--- config.mk ---
export PLATFORM = sky130hd
export DESIGN_NAME = udma_hyper_ch_sched
export DESIGN_NICKNAME = d
export VERILOG_FILES = /design/src/rtl/udma_hyper_ch_sched.sv
export SDC_FILE = /design/constraint.sdc
export NUM_CORES = 1
export LEC_CHECK = 0
export BUFFER_PORTS_ARGS = -buffer_cell sky130_fd_sc_hd__buf_2
export CORE_AREA = 10 10 47 49
export CTS_BUF_LIST = sky130_fd_sc_hd__clkbuf_16
export DETAILED_ROUTE_END_ITERATION = 12
export DIE_AREA = 0 0 57 59
export PLACE_DENSITY = 0.69
export SETUP_SLACK_MARGIN = 0.05
export SLEW_MARGIN = 30
export SYNTH_ARGS = -nofsm -noshare
export SYNTH_HDL_FRONTEND = slang
export SYNTH_SLANG_ARGS = --single-unit
--- constraint.sdc ---
create_clock -name clk_i -period 1.9 [get_ports clk_i]
set_clock_uncertainty 0.1 [all_clocks]
set_input_delay 0.19 -clock clk_i [delete_from_list [all_inputs] [get_ports clk_i]]
set_output_delay 0.19 -clock clk_i [all_outputs]
set_load 0.03 [all_outputs]
--- src/rtl/udma_hyper_ch_sched.sv ---
// ---------------------------------------------------------------------------
// udma_hyper_ch_sched
//   Round-robin scheduler that picks the next uDMA channel allowed to start a
//   HyperBus transaction. A channel is eligible when it requests, is not busy
//   in the unpack/ctrl stages and has no transaction outstanding. The winning
//   channel index is offered to the controller on a registered valid/ready
//   port. Each channel may have one transaction outstanding, which is cleared
//   when the controller reports it done.
//
// Ports
//   clk_i            single clock, rising edge
//   rst_i            synchronous reset, active high
//   ch_req_i         per-channel request level, held until ch_ack_o
//   ch_ack_o         one-cycle pulse when that channel's request is issued
//   proc_id_vec_i    channels busy in the unpack/ctrl stages
//   trans_valid_o    transaction ID valid to the controller
//   trans_ready_i    controller accepts the ID
//   trans_id_o       granted channel index
//   trans_done_i     one-cycle pulse: a transaction completed
//   trans_done_id_i  channel index of the completed transaction
//   outstanding_o    channels issued but not yet done
//   spurious_done_o  one-cycle pulse: done for a channel that was not
//                    outstanding, or for an index outside the channel range
// ---------------------------------------------------------------------------
module udma_hyper_ch_sched #(
    parameter int NB_CH    = 2,
    parameter int ID_WIDTH = 1
) (
    input  logic                clk_i,
    input  logic                rst_i,
    input  logic [NB_CH-1:0]    ch_req_i,
    output logic [NB_CH-1:0]    ch_ack_o,
    input  logic [NB_CH-1:0]    proc_id_vec_i,
    output logic                trans_valid_o,
    input  logic                trans_ready_i,
    output logic [ID_WIDTH:0]   trans_id_o,
    input  logic                trans_done_i,
    input  logic [ID_WIDTH:0]   trans_done_id_i,
    output logic [NB_CH-1:0]    outstanding_o,
    output logic                spurious_done_o
);

    // state    | meaning
    // ST_IDLE  | no ID offered; pick an eligible channel when one appears
    // ST_ISSUE | trans_id_o offered with valid, held until trans_ready_i

    localparam int IDW = ID_WIDTH + 1;
    // One extra bit so NB_CH itself is representable (NB_CH may be 2**IDW).
    localparam logic [IDW:0] LP_NB_CH = (IDW+1)'(NB_CH);

    typedef enum logic {
        ST_IDLE  = 1'b0,
        ST_ISSUE = 1'b1
    } state_t;

    state_t           r_state;
    state_t           w_state_nxt;

    logic [IDW-1:0]   r_trans_id;
    logic [IDW-1:0]   r_rr_ptr;
    logic             r_trans_valid;
    logic [NB_CH-1:0] r_outstanding;
    logic             r_spurious;

    logic [NB_CH-1:0] w_elig;
    logic [NB_CH-1:0] w_elig_rot;
    logic             w_pick_found;
    logic [IDW:0]     w_pick_off;
    logic [IDW:0]     w_pick_sum;
    logic [IDW-1:0]   w_pick;
    logic [IDW:0]     w_rr_sum;

    logic             w_handshake;
    logic [NB_CH-1:0] w_ack;
    logic [NB_CH-1:0] w_done_hot;
    logic             w_done_valid;

    logic             w_valid_nxt;
    logic [IDW-1:0]   w_id_nxt;
    logic [IDW-1:0]   w_rr_nxt;
    logic [NB_CH-1:0] w_out_nxt;
    logic             w_spurious_nxt;

    assign w_elig = ch_req_i & ~proc_id_vec_i & ~r_outstanding;

    // Rotate the eligibility vector so bit 0 is the channel at rr_ptr; the
    // lowest set bit of the rotated vector is then the round-robin winner.
    assign w_elig_rot = NB_CH'({w_elig, w_elig} >> r_rr_ptr);

    always_comb begin
        w_pick_found = 1'b0;
        w_pick_off   = '0;
        for (int i = NB_CH - 1; i >= 0; i--) begin
            if (w_elig_rot[i]) begin
                w_pick_found = 1'b1;
                w_pick_off   = (IDW+1)'(i);
            end
        end
        w_pick_sum = {1'b0, r_rr_ptr} + w_pick_off;
        if (w_pick_sum >= LP_NB_CH) begin
            w_pick_sum = w_pick_sum - LP_NB_CH;
        end
        w_pick = w_pick_sum[IDW-1:0];
    end

    // Gated by reset so a transaction dropped by reset never acks.
    assign w_handshake = (r_state == ST_ISSUE) && trans_ready_i && !rst_i;

    always_comb begin
        w_ack      = '0;
        w_done_hot = '0;
        for (int i = 0; i < NB_CH; i++) begin
            w_ack[i]      = w_handshake && (r_trans_id == IDW'(i));
            w_done_hot[i] = trans_done_i && (trans_done_id_i == IDW'(i));
        end
    end

    // An out-of-range index decodes to no channel, so it is spurious too.
    assign w_done_valid   = |(w_done_hot & r_outstanding);
    assign w_spurious_nxt = trans_done_i && !w_done_valid;

    // State register and registered outputs
    always_ff @(posedge clk_i) begin
        if (rst_i) begin
            r_state       <= ST_IDLE;
            r_trans_id    <= '0;
            r_rr_ptr      <= '0;
            r_trans_valid <= 1'b0;
            r_outstanding <= '0;
            r_spurious    <= 1'b0;
        end else begin
            r_state       <= w_state_nxt;
            r_trans_id    <= w_id_nxt;
            r_rr_ptr      <= w_rr_nxt;
            r_trans_valid <= w_valid_nxt;
            r_outstanding <= w_out_nxt;
            r_spurious    <= w_spurious_nxt;
        end
    end

    // Next-state logic
    always_comb begin
        w_state_nxt = r_state;
        case (r_state)
            ST_IDLE: begin
                if (w_pick_found) begin
                    w_state_nxt = ST_ISSUE;
                end
            end
            ST_ISSUE: begin
                if (trans_ready_i) begin
                    w_state_nxt = ST_IDLE;
                end
            end
            default: w_state_nxt = ST_IDLE;
        endcase
    end

    // Output / datapath next values
    always_comb begin
        w_valid_nxt = (w_state_nxt == ST_ISSUE);
        w_id_nxt    = r_trans_id;
        if ((r_state == ST_IDLE) && w_pick_found) begin
            w_id_nxt = w_pick;
        end

        w_rr_sum = {1'b0, r_trans_id} + (IDW+1)'(1);
        if (w_rr_sum == LP_NB_CH) begin
            w_rr_sum = '0;
        end
        w_rr_nxt = w_handshake ? w_rr_sum[IDW-1:0] : r_rr_ptr;

        // Done and handshake never target the same channel, so clear and set
        // can be applied together.
        w_out_nxt = (r_outstanding & ~w_done_hot) | w_ack;
    end

    assign ch_ack_o        = w_ack;
    assign trans_valid_o   = r_trans_valid;
    assign trans_id_o      = r_trans_id;
    assign outstanding_o   = r_outstanding;
    assign spurious_done_o = r_spurious;

endmodule

# Yosys cells after proc, flatten, opt, wreduce, memory -nomap -nowiden
# Index checks and enable logic that the tools add are counted.
# op_classes
add_sub_neg	3
multipliers	0
n_div	0
n_lt_le_gt_ge	1
n_eq_ne	3
n_shift	1
mux	9
bitwise	9
reduce_logical	13
# ops
op	count
bitwise AND 2 bit	4
logical AND 1 bit	8
two-way mux 1 bit	6
inverter 2 bit	3
equality test 2 x 1 -> 1 bit (second input constant)	2
zero test 2 bit	2
two-way mux 2 bit	2
>> shifter 4 x 2 -> 2 bit	1
adder 2 x 1 -> 3 bit	1
adder 2 x 1 -> 3 bit (second input constant)	1
equality test 3 x 2 -> 1 bit (second input constant)	1
greater-or-equal comparator 3 x 2 -> 1 bit (second input constant)	1
zero test 1 bit	2
bitwise OR 2 bit	1
one-hot mux 1 bit (2 select lines)	1
OR reduction 2 bit	1
subtractor 2 bit (second input constant)	1
inverter 1 bit	1
# totals
register_bits	8
latch_bits	0
ramBits	0
mem_bits_ro	0
in_bits	10
output_inout_bits	8
n_memories	0

# Logic depth before layout (Yosys ltp)
# Gate-level depths: netlist of the first run.
# logic_depth
depth_word	9
ltp_mapped	9
mapped_depth_nobuf	9

# Least setup slack after synthesis of the first run
# OpenSTA, ideal clock, no wires.
# synth_timing
kind	reg-to-reg
from	reg r_outstanding[1], in the netlist outstanding_o[1]
to	reg r_trans_id[1], in the netlist trans_id_o[1]
t_arrival_ps	2087
t_required_ps	1742
path_slack_ps	-345
stages_incl_launch_ff	9
synth_period_minus_slack_ps	2245
cell_sequence	dfxtp_1 or3b_4 o31ai_1 ha_1 inv_1 ha_1 or2_2 a21oi_1 mux2_2
# synth_via
elab_chain_len	8
word_cells_on_any_way	12
classes_between	2 x add/sub; 1 x order compare; 1 x shift; 5 x mux; 2 x bitwise; 1 x reduce/logical
# synth_lines
element	line_no	rtl
start, declared	62	logic [NB_CH-1:0] r_outstanding;
start signal, assigned	136	r_outstanding <= w_out_nxt;
inverter 2 bit (*)	84	assign w_elig = ch_req_i & ~proc_id_vec_i & ~r_outstanding;
bitwise AND 2 bit (*)	84	
>> shifter 4 x 2 -> 2 bit (*)	88	assign w_elig_rot = NB_CH'({w_elig, w_elig} >> r_rr_ptr);
two-way mux 1 bit (2 in a row)	94	if (w_elig_rot[i]) begin
adder 2 x 1 -> 3 bit	99	w_pick_sum = {1'b0, r_rr_ptr} + w_pick_off;
greater-or-equal comparator 3 x 2 -> 1 bit / subtractor 2 bit (equally long branches)	100, 101	
two-way mux 2 bit	100	if (w_pick_sum >= LP_NB_CH) begin
end signal, assigned	133	r_trans_id <= w_id_nxt;
end, declared	59	logic [IDW-1:0] r_trans_id;
# Every way passes the cells marked *; elsewhere a longest branch is shown, timed or not.
# A chain may end at the register's enable or synchronous reset.

# Worst setup path after layout of the first run
# Same ends and word-level chain as after synthesis.

==> results of run 1 <==
## placed cells by master (no fill, tap or decap), types with 2 or more instances in the layout
cell type,netlist,layout
buf_2,0,17
a21oi_1,6,5
mux2i_1,2,2
nand2_1,3,3
ha_2,0,2
o21ai_0,2,2
inv_1,5,5
buf_4,1,6
nor2b_1,2,2
clkbuf_16,0,3
nand2b_1,3,3
dfxtp_1,8,7
## registers in the layout (all words and copies together), names as in the netlist
signal and cells:
r_rr_ptr 2, trans_valid_o 1, spurious_done_o 1, outstanding_o 2, trans_id_o 2
## worst paths after layout
path	startpoint	slack [ps]	cells past startpoint	endpoint
worst max-delay path	outstanding_o[1]$_SDFF_PP0_	-180	8	trans_id_o[1]$_SDFFE_PP0P_
worst min-delay path	trans_ready_i	130	2	trans_valid_o$_SDFF_PP0_
worst max register to register	outstanding_o[1]$_SDFF_PP0_	-180	8	trans_id_o[1]$_SDFFE_PP0P_
worst min register to register	trans_id_o[0]$_SDFFE_PP0P_	420	2	trans_id_o[0]$_SDFFE_PP0P_
## critical path: stages (launching register included)
cell,delay (ps)
dfxtp_4,330
or3b_4,400
o31ai_4,220
ha_2,220
inv_2,50
ha_4,260
or2_4,100
a21oi_2,40
mux2_4,250
## area by class of cell
class / count / area (µm²)
multi-input combinational: 37 / 337
sequential: 8 / 164
fill: 145 / 653
clock inverter: 1 / 3.75
clock buffer: 3 / 75.1
inverter: 5 / 18.8
tap: 16 / 20.0
timing repair buffer: 23 / 130
## cell usage after synthesis
cell,n
nand2_2,1
mux2_2,1
nor3b_2,1
or3b_4,1
nor3b_1,1
or4b_4,1
nand4_1,1
ha_1,3
clkbuf_1,1
or2_2,1
nor2_1,1
a221oi_2,1
a21oi_1,6
o31ai_1,1
nor2b_1,2
o211ai_1,1
nand2_1,3
dfxtp_1,8
nand2b_1,3
mux2i_1,2
buf_4,1
or4_1,1
nand4b_1,1
o2bb2ai_2,1
o21ai_0,2
a311oi_1,1
inv_1,5
## where the power goes
part	switching [mW]	internal (mW)	total, mW
combinational	0.0501	0.0425	0.0927
sequential	0.00763	0.175	0.183
clock	0.0798	0.274	0.354
total	0.138	0.491	0.629
## metrics by stage
stage          hold WS (ps)  cells  power [mW]  instance area [µm²]  utilization, %
2_1_floorplan           184     52       0.243                  507               -
3_3_place_gp            361     89       0.274                  646            46.1
3_5_place_dp            366     89       0.275                  646            46.1
4_1_cts                 126     93       0.638                  737            52.6
5_1_grt                 138     93       0.666                  748            53.4
6_report                128     93       0.629                  748            53.4
## cell families after synthesis
| logic type | share of synthesized area (%) |
|---|---|
| compound gates | 19.6 |
| simple gates | 26.4 |
| flops | 33.4 |
| fa+ha+maj | 7.83 |
| mux | 6.53 |
| buf+inv | 6.27 |
## routing by layer
metal	vias to the layer above	share of wire, %
met4	0	2.1
met2	10	51
met1	198	39
met5	-	0
met3	2	7.8
li1	242	-
## timing repair
item,in CTS,in global routing
resized for setup,2,2
hold endpoints to repair,0,0
pin swaps,2,0
setup endpoints to repair,1,1
==> run summary, run 1 <==
The run finished, with violations left. The final reports fail on setup timing. The top fanout value on the critical path is 3.

Sequential elements use 33.4% of the synthesized area. The count of standard-cell rows is 14. The count of inserted antenna diode cells came out at 0. The die area came out at 0.00336 mm².

The remaining number of nets flagged by the antenna check after routing is 0. After clock tree synthesis, the clock-pin slew on the worst setup and hold paths is 40 ps. The number of DRC markers in iteration 0 is 1. The average footprint of a synthesized cell is around 9.2 µm². The number of port buffers is 17. The setup TNS is -179 ps. In the post-synthesis netlist, the biggest area contributors are dfxtp_1 33%, ha_1 7.8%, a21oi_1 6.3%. The number of optimization iterations in the first detailed-route pass came out at 2.

The die span in y came out at between 50 and 60 µm. 18 I/O pins were placed. The worst min-delay path class is input pin to flip-flop. The routability-driven placement congestion ratio came out at approximately 0.73. The layout net count came out at 91. The number of hold buffers added after CTS was 0. The final critical path takes up 109% of the cycle. The area of the core region came out at roughly 0.0014 mm².

In this run the clock root is driven by a clkbuf_16. The data required time at the worst endpoint is between 1500 and 2000 ps. The final critical-path setup slack is -179 ps. The worst setup path is launched from a flip-flop. The critical path arrival came out at 2090 ps. Synthesis produced a netlist with a net count of between 60 and 70.

In this run the post-CTS setup repair buffer count came out at 0. After detailed routing, the total wire length is 1210 µm. The setup violation total in the final timing report came out at 1.

The chip width came out at 57 µm. The worst-margin pin slew is 267 ps. The global routing stage identified its most utilized layer as met2. The maximum operating frequency came out at 0.481 GHz. The TritonCTS clock tree is done. The met2 track demand over resource came out at about an eighth. The gate count of the mapped netlist came out at 52. Summed over all cells, the static leakage comes to 0.340 nW. The clock sink total came out at 8.

The max-slew headroom at the worst pin is 82.1%. The count of endpoints failing hold in the final timing report is 0. The first global-routing pass estimated 1990 µm of wire.

The total overflow reported by the global router came out at 0. Dividing the detail-routed wire length by the instance count gives about 13 µm. The largest total area in the synthesized netlist belongs to dfxtp_1. The post-synthesis register bit count is 8. The H-tree depth is 1. The mapped netlist covers 479 µm². STA classifies the critical path endpoint as a flip-flop. The area share of the leading cell type in the synthesized netlist is 33.4%.

Counting along the longest clock path gives a buffer depth of 2. In the final layout, the share of cells above drive strength 1 is 53.2%. The growth of design area from synthesis to finish came out at 56.1%. Setup repair after global routing could not meet its margin everywhere. The time the worst path needs with I/O delays and setup came out at about 2100 ps. The initial antenna violation count came out at 0. For this run, global-route usage on met3 was measured as 5.36%. The number of different library cells in the post-synthesis netlist is 27. The starting density of the core came out at 34.2%.

Once detailed placement completed, the half-perimeter wirelength came to slightly below 1000 µm. Counting the buffers created by CTS gives 3. The combined global-route utilization of all metal layers is 7.88%.

The count of synthesis-stage warnings from yosys came out at 0. The number of global-route vias before repair came out at 470. The number of max-slew violations in the final report came out at 0. Prior to clock tree synthesis, the placed netlist has a worst setup slack of -218 ps. The count of maximum capacitance violations came out at 0.

The met1 global-route usage came out at 7.39%. The total number of vias is 452. The final routed DRC violation total came out at 0.

The total power density per cell area is 841 mW/mm². The pin count of the biggest net entering global routing is 13. The start-to-end type of the worst setup path is flip-flop to flip-flop.

The worst-case IR drop observed on VDD is 0.000834 V. The clock latency reported for the late side of the worst-skew pair is about 230 ps. The per-cell via count in the routed design is ~5.
Power figures use the tool's default switching activity.
==> run 2: changes to the inputs <==
--- a/config.mk
+++ b/config.mk
@@ -8,5 +8,5 @@
 export BUFFER_PORTS_ARGS = -buffer_cell sky130_fd_sc_hd__buf_2
 export CORE_AREA = 10 10 47 49
-export CTS_BUF_LIST = sky130_fd_sc_hd__clkbuf_16
+export CTS_BUF_LIST = sky130_fd_sc_hd__clkbuf_4 sky130_fd_sc_hd__clkbuf_8
 export DETAILED_ROUTE_END_ITERATION = 12
 export DIE_AREA = 0 0 57 59
==> constraint.sdc (replaced) <==
create_clock -name clk_i -period 1.9 [get_ports clk_i]
set_clock_uncertainty 0.1 [all_clocks]
set_input_delay 0.38 -clock clk_i [delete_from_list [all_inputs] [get_ports clk_i]]
set_output_delay 0.38 -clock clk_i [all_outputs]
set_load 0.03 [all_outputs]
==> run 2 against run 1 <==
  * The flow still finishes with violations (setup timing)
  * Sequential share of layout area grew 0.35 points
  * Critical endpoint unchanged
  * Non-clock buffer count up 2
  * Sequential power barely moved
==> run summary, run 2 (synthesis results as in run 1) <==
The run finished, with violations left. The final reports fail on setup timing. The number of clock buffers inserted by TritonCTS is 3 (unchanged).

The top cell types in the final layout, fill and taps aside, are 15 x buf_2, 8 x buf_4, 6 x dfxtp_1. The number of buffers on the longest clock path came to 2 (unchanged). The fraction of met3 tracks used by global routing came out at 4.72% (-0.64 points).

The clock sink total is 8 (unchanged). The die area was 0.00336 mm² (unchanged). The worst setup path is captured at a flip-flop. The final routed DRC violation total was 0 (unchanged). The data required time at the worst endpoint came to 2010 ps (+90 ps). The cell area after layout came out at 742 µm² (-0.84%). The number of filler cells placed in the layout is 134 (-7.6%).

The starting density of the core was 34.2% (unchanged). The critical path arrival was 2200 ps (+110 ps). The post-placement cell area was 656 µm² (+1.6%). The area of combinational cells with multiple inputs is 350 µm² (+4.1%).

The switching part of the total power came out at 29.0% (+7.1 points). The average detailed-routed wire length per instance came out at 15.2 µm (+17%). The combinational group share of total power came out at 23.7% (+9.0 points). The number of buffers inserted by post-CTS setup repair came to 0 (unchanged). In this run the most used layer during global routing was met2. The count of maximum capacitance violations is 0 (unchanged). The relative contribution of sequential cells to total power is 40.6% (+12 points). The worst min-delay path class is input pin to flip-flop. The placed cell count came out at 91 (+2.2%). In this run the critical register-to-register path is captured at trans_id_o[1]$_SDFFE_PP0P_. The maximum operating frequency came out at 0.479 GHz (-0.40%). The initial antenna violation count was 0 (unchanged).

The start-to-end type of the worst setup path is flip-flop to flip-flop. The layout net count came out at 93 (+2.2%). The worst-case reg-to-reg path depth came to 9 (+1). The most frequent standard cell in the layout excluding fill and tap cells is buf_2.

The sink of the worst hold path is outstanding_o[1]$_SDFF_PP0_. The kind of start point of the critical path is a flip-flop. The clock transition time at the flip-flop clock pins of the worst setup and hold paths came to 60 ps (+20 ps).

The power after layout came out at 0.452 mW (-28%). The time the worst path needs with I/O delays and setup came out at 2090 ps (+8.27 ps). The part of the total power dissipated in the clock network came out at 35.7% (-21 points). The final critical-path setup slack is -187 ps (-8.28 ps).

The worst-margin pin slew is 358 ps (+90.9 ps). The static leakage is 0.331 nW (-2.7%). The growth of design area from synthesis to finish is 54.8%. The number of global-route vias before repair is 534 (+14%). The total number of vias came out at 487 (+7.7%). The routability-driven placement congestion ratio came to 0.788 (+8.3%).

The met2 track demand over resource is 16.0% (+3.6 points). The number of DRC markers in iteration 0 is 17 (+16). The reg-to-reg setup timing slack is -190 ps (about the same). The startpoint identified for the worst hold timing path is rst_i.

The maximum resistive drop on vdd came out at 0.000359 V (-57%). The total power density per cell area is 609 mW/mm² (-28%). The count of pins on the block boundary came out at 18 (unchanged). The die span in y came out at 59 µm (unchanged). The count of inserted antenna diode cells is 0 (unchanged). The setup violation total in the final timing report came out at 1 (unchanged).

The internal power summed over all cells came to 0.321 mW (-35%). The area of the core region came to 0.00140 mm² (unchanged). The max-slew headroom at the worst pin came out at 76.1% (-6.1 points). The sequential standard cell area is 165 µm² (+0.76%). The number of optimization iterations in the first detailed-route pass came out at 4 (+2). The startpoint identified for the worst register-to-register timing path is outstanding_o[1]$_SDFF_PP0_. Setup repair after global routing could not meet its margin everywhere.

The final core utilization is 52.9% (-0.45 points). The combined global-route utilization of all metal layers is 9.16% (+1.3 points). The H-tree depth is 1 (unchanged).

The met1 global-route usage came to 8.90% (+1.5 points). In this run the clock root is driven by a clkbuf_4. The remaining number of nets flagged by the antenna check after routing came to 0 (unchanged). The number of max-slew violations in the final report came to 0 (unchanged). The half-perimeter wire length after detailed placement is 1060 µm (+7.9%). The TritonCTS clock tree is done. The count of endpoints failing hold in the final timing report is 0 (unchanged). The pin count of the biggest net entering global routing was 9 (-4). The share of layout cells above drive strength 1 came to 58.2% (+5.0 points). The number of port buffers is 17 (unchanged). The count of standard-cell rows came to 14 (unchanged). The aggregate routed wire length is 1440 µm (+19%).

The number of cells traversed by the worst hold path is 2 (unchanged). The wire length of the first global-routing pass is 2390 µm (+20%). The chip width is 57 µm (unchanged).

The switching power is 0.131 mW (-4.9%). The total overflow reported by the global router is 0 (unchanged). The per-cell via count in the routed design came to 5.13 (+5.5%). The top fanout value on the critical path was 3 (unchanged). The part of the cycle the worst path needs was 110% (+0.44 points). The clock latency reported for the late side of the worst-skew pair is 260 ps (+30 ps). The count of non-filler cells in the finished layout is 95 (+2.2%).
-- run 2: cell count changes in the layout (fill, tap and decap cells not counted), moves of 2 or more --
cell,change
buf_4,+2
clkbuf_4,+4
buf_6,+2
buf_2,-2
clkbuf_16,-3
-- run 2: worst max path at each step --
stage                                     start                         end
global route        outstanding_o[1]$_SDFF_PP0_  trans_id_o[1]$_SDFFE_PP0P_
finish              outstanding_o[1]$_SDFF_PP0_  trans_id_o[1]$_SDFFE_PP0P_
detailed placement             proc_id_vec_i[1]  trans_id_o[1]$_SDFFE_PP0P_
global placement               proc_id_vec_i[1]  trans_id_o[1]$_SDFFE_PP0P_
floorplan           outstanding_o[1]$_SDFF_PP0_  trans_id_o[1]$_SDFFE_PP0P_
CTS                 outstanding_o[1]$_SDFF_PP0_  trans_id_o[1]$_SDFFE_PP0P_
-- run 2: critical path: stages (launching register included) --
cell	delay, ps
dfxtp_4	340
or3b_4	400
nand4_1	160
o31ai_4	100
ha_4	180
inv_2	60
ha_4	190
or2_4	220
a21oi_2	140
mux2_4	140
-- run 2: final cells by class --
cell class	instances	share of cell area (%)
flip-flops and latches	8	22.3
well taps	16	2.70
clock buffers	4	4.05
multi-input cells	37	47.2
repair buffers	25	21.2
inverters	5	2.53
-- run 2: metal layers --
layer  wire length [µm]  up-vias  part of all wire [%]
met2                777       15                    54
met3                 89        5                   6.2
met4                 19        0                   1.3
met1                558      226                    39
met5                  0        -                     0
li1                   -      241                     -
-- run 2: timing repair --
item,4_1_cts,5_1_grt
gates resized for setup,8,3
cloned,0,0
pin swaps,3,0
endpoints found under the setup margin,3,4
hold buffers,0,0
-- run 2: through the flow --
step | setup TNS (ps) | setup slack (ps) | hold slack, ps
after floorplan | -224 | -224 | 366
after global placement | -323 | -323 | 414
after detailed placement | -374 | -374 | 418
after CTS | -194 | -194 | 228
after global routing | -271 | -242 | 275
final | -187 | -187 | 255
-- run 2: power groups by stage --
| stage | Clock [mW] | Sequential, mW | Combinational, mW |
|---|---|---|---|
| floorplan | 0 | 0.196 | 0.0459 |
| global placement | 0 | 0.185 | 0.0946 |
| detailed placement | 0 | 0.186 | 0.0961 |
| CTS | 0.165 | 0.183 | 0.103 |
| global route | 0.175 | 0.185 | 0.116 |
| finish | 0.161 | 0.184 | 0.107 |
